File: src/rtl/seq_detect_param.sv
// seq_detect_param -- serial pattern detector with programmable pattern,
// selectable overlapping / non-overlapping detection and an optional
// saturating match counter.
//
// Build option:
//    SEQ_DETECT_COUNT_EN  when defined, a CNT_W-bit saturating match counter
//                         drives match_count; when undefined match_count is
//                         tied to 0, count_clr is ignored and no counter
//                         flops exist.
//
// Operation summary:
//    - Each accepted bit (in_valid=1, pat_load=0) shifts into hist and bumps
//      the fill counter (saturating at LEN).
//    - A match is declared when the updated history is full and equals the
//      stored pattern; out is a registered flag that is high for exactly the
//      cycle after the match edge.
//    - On a match, overlap=1 keeps the history usable (fill stays at LEN),
//      overlap=0 empties it so LEN fresh bits are needed.
//    - pat_load captures a new pattern, empties the history and drops any
//      bit presented on the same edge.

module seq_detect_param #(
   parameter int LEN   = 4,
   parameter int CNT_W = 8
) (
   input  logic             clk,
   input  logic             reset_n,
   input  logic             in,
   input  logic             in_valid,
   input  logic             overlap,
   input  logic [LEN-1:0]   pattern,
   input  logic             pat_load,
   input  logic             count_clr,
   output logic             out,
   output logic [CNT_W-1:0] match_count
);

   // Fill counter must be able to represent 0..LEN inclusive.
   localparam int FILL_W = $clog2(LEN + 1);
   localparam logic [FILL_W-1:0] FILL_FULL = FILL_W'(LEN);

   // Power-up pattern: all ones with bit 1 cleared (1101 for LEN=4).
   localparam logic [LEN-1:0] PAT_RST = ~(LEN'(2));

   // ---------------------------------------------------------------------
   // State
   // ---------------------------------------------------------------------
   logic [LEN-1:0]    pat_q,  pat_d;
   logic [LEN-1:0]    hist_q, hist_d;
   logic [FILL_W-1:0] fill_q, fill_d;
   logic              out_q,  out_d;

   // ---------------------------------------------------------------------
   // Derived values for the current edge
   // ---------------------------------------------------------------------
   logic              accept;      // a data bit is consumed on this edge
   logic [LEN-1:0]    hist_shift;  // history after shifting in the new bit
   logic [FILL_W-1:0] fill_inc;    // fill after counting the new bit
   logic              match;       // a full-pattern match completes here

   // An incoming bit is consumed only when valid and not pre-empted by a
   // pattern load on the same edge.
   assign accept = in_valid & ~pat_load;

   // New bit enters at the LSB; the oldest bit sits at the MSB so the
   // history lines up with pattern[LEN-1] as the first expected bit.
   assign hist_shift = {hist_q[LEN-2:0], in};

   // Fill saturates at LEN; beyond that the history simply slides.
   assign fill_inc = (fill_q == FILL_FULL) ? FILL_FULL : (fill_q + FILL_W'(1));

   // Only a completely filled history may match, so stale bits left over
   // from before a clear or reload can never trigger a detection.
   assign match = accept && (fill_inc == FILL_FULL) && (hist_shift == pat_q);

   // Next-state logic for pattern, history, fill and the detect flag.
   always_comb begin
      pat_d  = pat_q;
      hist_d = hist_q;
      fill_d = fill_q;
      out_d  = 1'b0;

      if (pat_load) begin
         // Reload: new target, empty history, any bit on this edge dropped.
         pat_d  = pattern;
         fill_d = '0;
      end else if (in_valid) begin
         hist_d = hist_shift;
         if (match) begin
            out_d  = 1'b1;
            // Overlap decides whether the matched bits may seed the next match.
            fill_d = overlap ? FILL_FULL : '0;
         end else begin
            fill_d = fill_inc;
         end
      end
   end

   // Register update with asynchronous active-low reset.
   always_ff @(posedge clk or negedge reset_n) begin
      if (!reset_n) begin
         pat_q  <= PAT_RST;
         hist_q <= '0;
         fill_q <= '0;
         out_q  <= 1'b0;
      end else begin
         pat_q  <= pat_d;
         hist_q <= hist_d;
         fill_q <= fill_d;
         out_q  <= out_d;
      end
   end

   assign out = out_q;

   // ---------------------------------------------------------------------
   // Optional saturating match counter
   // ---------------------------------------------------------------------
`ifdef SEQ_DETECT_COUNT_EN
   localparam logic [CNT_W-1:0] CNT_MAX = {CNT_W{1'b1}};

   logic [CNT_W-1:0] cnt_q, cnt_d;

   // Clear wins over a coincident match; otherwise count up and saturate.
   always_comb begin
      cnt_d = cnt_q;
      if (count_clr) begin
         cnt_d = '0;
      end else if (match && (cnt_q != CNT_MAX)) begin
         cnt_d = cnt_q + CNT_W'(1);
      end
   end

   // Counter register with asynchronous active-low reset.
   always_ff @(posedge clk or negedge reset_n) begin
      if (!reset_n) begin
         cnt_q <= '0;
      end else begin
         cnt_q <= cnt_d;
      end
   end

   assign match_count = cnt_q;
`else
   // Counter compiled out: output is a constant and the clear is ignored.
   logic unused_count_clr;
   assign unused_count_clr = count_clr;
   assign match_count      = '0;
`endif

endmodule

File: config.mk
export PLATFORM = sky130hd
export DESIGN_NAME = seq_detect_param
export DESIGN_NICKNAME = d
export VERILOG_FILES = /design/src/rtl/seq_detect_param.sv
export SDC_FILE = /design/constraint.sdc
export NUM_CORES = 1
export LEC_CHECK = 0
export ABC_AREA = 0
export BUFFER_PORTS_ARGS = -buffer_cell sky130_fd_sc_hd__buf_4
export CAP_MARGIN = 10
export CORE_MARGIN = 2
export CORE_UTILIZATION = 45
export DETAILED_ROUTE_END_ITERATION = 16
export MAX_ROUTING_LAYER = met4
export PLACE_DENSITY = 0.76
export SLEW_MARGIN = 20
export SYNTH_ARGS = -nofsm -noshare
export SYNTH_HDL_FRONTEND = slang
export SYNTH_SLANG_ARGS = --single-unit
File: constraint.sdc
create_clock -name clk -period 2.02 [get_ports clk]
set_input_delay 0.101 -clock clk [delete_from_list [all_inputs] [get_ports clk]]
set_output_delay 0.101 -clock clk [all_outputs]
set_load 0.01 [all_outputs]
* After elaboration in Yosys (flattened, before gate mapping)
Cells that the tools add are included.
Widths: inputs -> output; s select.
** Word-level totals
- Bits in writable memories :: 0
- Latch bits :: 0
- Register bits :: 11
- Memory bits (read-only) :: 0
- Input port bits :: 11
- Output and inout bits :: 9
- Memories :: 0
** Operators by class
- Reduce and logical (&&, ||, !) cells :: 4
- Order comparisons :: 0
- Multipliers :: 0
- Shift operators :: 0
- Equal/unequal tests :: 3
- Mux-type cells :: 8
- Div/mod/pow operators :: 0
- Bitwise logic cells :: 2
- Add/subtract/negate cells :: 1
** Operators by type and width (number)
- $mux 3 :: 5
- $eq 3x3->1 const B :: 2
- $eq 4x4->1 :: 1
- $add 3x1->3 const B :: 1
- $mux 1 :: 3
- $logic_and 1x1->1 :: 2
- $reduce_and 2->1 :: 1
- $reduce_bool 2->1 :: 1
- $and 1x1->1 :: 1
- $not 1->1 :: 1

* Logic depth before layout (Yosys ltp)
- Depth in word-level cells :: 8
- Gate-level depth with buffers :: 5
- Mapped depth without buffers :: 5

* Worst setup path after synthesis
Ideal clock, no wire load.
- Path type :: register to register
- Start point :: register fill_q[0]
- End point :: register out_q (netlist: out)
- Required time :: 1953 ps
- Cell stages (with the launch flop) :: 6
- Period minus slack after synthesis :: 1396 ps
- Setup slack :: 624 ps
- Arrival :: 1329 ps
- Cell sequence :: dfrtp_1 > inv_1 > ha_1 > and3b_1 > or3_1 > and3b_1
** Between the ends
- Cells in the longest elaborated chain, start to end :: 8
** Ends and longest elaborated chain
- start: declaration :: RTL line 50 : logic [FILL_W-1:0] fill_q, fill_d;
- start signal: assignment :: RTL line 109 : fill_q <= fill_d;
- $add 3x1->3 / $eq 3x3->1 (equally long branches) :: RTL line 70 : assign fill_inc = (fill_q == FILL_FULL) ? FILL_FULL : (fill_q + FILL_W'(1));
- $mux 3 (*) :: RTL line 70
- $eq 3x3->1 (*) :: RTL line 74 : assign match = accept && (fill_inc == FILL_FULL) && (hist_shift == pat_q);
- $logic_and 1x1->1 (*) (2 in series) :: RTL line 74
- $mux 1 (*) :: RTL line 89 : if (match) begin
- $mux 1 (*) :: RTL line 87 : end else if (in_valid) begin
- $mux 1 (*) :: RTL line 83 : if (pat_load) begin
- named net out_d :: RTL line 51 : logic out_q, out_d;
- end signal: assignment :: RTL line 110 : out_q <= out_d;
- end: declaration :: RTL line 51
The timed path passes the listed nets; every way through them passes the cells marked *.
A chain may end at the register's enable or synchronous reset.

* Worst setup path in the final report
Ends and elaborated chain as after synthesis.

==> impl_results.md <==
* Peak VDD IR at 0.507 mV
* Post-DP Area at 664 um2
* Setup ws final at 0.532 ns
* Setup violations, final at 0
* Critical path fanouts, max at 4
* Async SR Flop Fraction at 100%
* Dpl hpwl at 712 um
* Share of cells above drive strength 1 at 36.4%
* CTS max path bufs at 2
* Number of global-route vias before repair at 386
* Layout Nets at 80
* Final Instance Count excl. Fillers at 81
* Layout area overhead at 13.8%
* Top cells by area, synth: dfrtp_1 (33%), dfstp_2 (13%), mux2_2 (13%)
* IO buf count at 10
* Final instance area at 701 um2
* Sequential area share after synthesis at 45.3%
* Max-slew violation count at 0
* Max Fclk at 672 MHz
* Sink Count at 11
* Synthesized flop and latch total at 11
* Largest net degree at the start of global routing at 12
* Wire per inst at 11.3 um
* Post-cts resize count at 0
* Synthesized area at 616 um2
* CP Launch Type: register
* Vias at 382
* Routability cong. at 0.678
* GR Util All Layers at 14.9%
* Critical Path End Type: register
* Fin crit period at 1.49 ns
* WP data required at 2.23 ns
* Final Util at 54.5%
* Leakage at 0.342 nW
* Status: complete, no violations
* Antenna cells at 0
* RSZ-0062 raised after global routing: no
* Ys flop type: dfrtp_1
* Synth Area per Inst at 11.6 um2
* DR DRC count at 0
* Synth cell types at 22
* Antenna Violating Nets Remaining at 0
* Pwr dens at 736 mW/mm2
* TNS Setup at 0 ns
* Clock transition at path regs at 0.08 ns
* Setup Skew at 0.00918 ns
* PnR Total Power at 516 uW
* Setup WS pre-CTS at 0.532 ns
* Vias/cell at 4.72
* Hold Vio Cnt, Final at 0
* Clock root cell: clkbuf_4
* DRT Pass-1 Iters at 4
* Clk_lat worst skew at 0.26 ns
* CTS tree: done
* Die Span Y at 41.0 um
* Critical path type: register to register
* Yosys top cell area share at 32.5%
* CP Data Arrival Time at 1.70 ns
* Num ports at 20
* EDFF count, synth at 0
* Initial drt markers at 3
* Initial antenna violation count at 0
* Min-delay worst type: input port to register
* First-pass GRT wire length at 1570 um
* Top cells by count, synth: buf_4 (8), dfrtp_1 (8), mux2_2 (7)
* Die area at 0.00168 mm2
* CTS buffer count at 3
* Row count at 13
* Total grt overflow at 0
* WL final at 917 um
* Die width at 41.0 um
* Fin Hold WS at 0.0628 ns
* Max_cap viols at 0
* Post-synth top area cell: dfrtp_1
* Starting density of the core at 47.9%
* Fin crit share at 73.7%
* Cells after DPL at 76
* Yosys warning total at 0
* H-tree depth at 1
* Syn Inst Count at 53
* Placeable Area at 0.00128 mm2
[report_power, final]
group / leakage (nW) / switching [mW] / total (mW) / internal [mW]
clock network: 0.0150 / 0.0753 / 0.151 / 0.0762
registers: 0.133 / 0.0201 / 0.271 / 0.251
logic: 0.194 / 0.0425 / 0.0936 / 0.0511
total: 0.342 / 0.138 / 0.516 / 0.378
[worst max-delay path, stage by stage (launching register included)]
cell	delay [ns]
dfrtp_1	0.41
inv_1	0.09
ha_1	0.18
and3b_1	0.18
or3_1	0.36
and3b_1	0.21
[layout make-up]
class	count	area (um2)
repair buffers	11	85.1
clock buffers	4	26.3
multi-input cells	38	284
fillers	121	584
well taps	15	18.8
inverters	2	7.51
flip-flops and latches	11	279
[cells in the final DEF, fill, tap and decap left out, types with 2 or more instances in the layout]
| cell | synthesis | layout |
|---|---|---|
| a21oi_1 | 2 | 2 |
| ha_1 | 2 | 2 |
| clkbuf_4 | 0 | 3 |
| and3b_1 | 2 | 2 |
| mux2_2 | 7 | 7 |
| buf_4 | 8 | 10 |
| dfstp_2 | 3 | 3 |
| inv_1 | 2 | 2 |
| xor2_1 | 4 | 4 |
| nor2_1 | 3 | 3 |
| conb_1 | 1 | 8 |
| dfrtp_1 | 8 | 8 |
[flip-flops by register name, indices dropped and copies added, names as in the netlist]
name    count
hist_q      3
fill_q      3
pat_q       4
out         1
[final timing paths]
kind | slack (ns) | startpoint | end | cells after the start
max | 0.53 | fill_q[0]$_DFFE_PN0P_ | out$_DFF_PN0_ | 5
min | 0.06 | pattern[1] | pat_q[1]$_DFFE_PN0P_ | 2
max reg2reg | 0.53 | fill_q[0]$_DFFE_PN0P_ | out$_DFF_PN0_ | 5
min reg2reg | 0.54 | hist_q[2]$_DFFE_PN0P_ | hist_q[2]$_DFFE_PN0P_ | 1
max in group asynchronous | 1.58 | reset_n | pat_q[3]$_DFFE_PN1P_ | 2
min in group asynchronous | 0.21 | reset_n | pat_q[1]$_DFFE_PN0P_ | 2
[cell families (layout without fill, tap and decap cells)]
logic type	count (synthesis)	in the layout	synth area share [%]
compound gates	3	3	2.85
other cells	1	8	0.609
flops	11	11	45.3
simple gates	13	13	14.2
buf+inv	11	17	12.8
fa+ha+maj	2	2	4.06
mux	8	8	14.4
xor+xnor	4	4	5.69
[what timing repair did]
item                       4_1_cts  5_1_grt
setup endpoints to repair        0        0
hold buffers                     1        0
hold endpoints to repair        11        0
setup buffers                    0        0
[per-layer routing]
metal / vias to the layer above / routed length, um / track usage (%)
li1: 191 / - / -
met1: 180 / 407 / 16.0
met2: 11 / 461 / 26.6
met3: 0 / 48 / 4.89
met4: 0 / 0 / 2.50
met5: - / 0 / -
No activity file was read; power rests on OpenSTA's default activity.
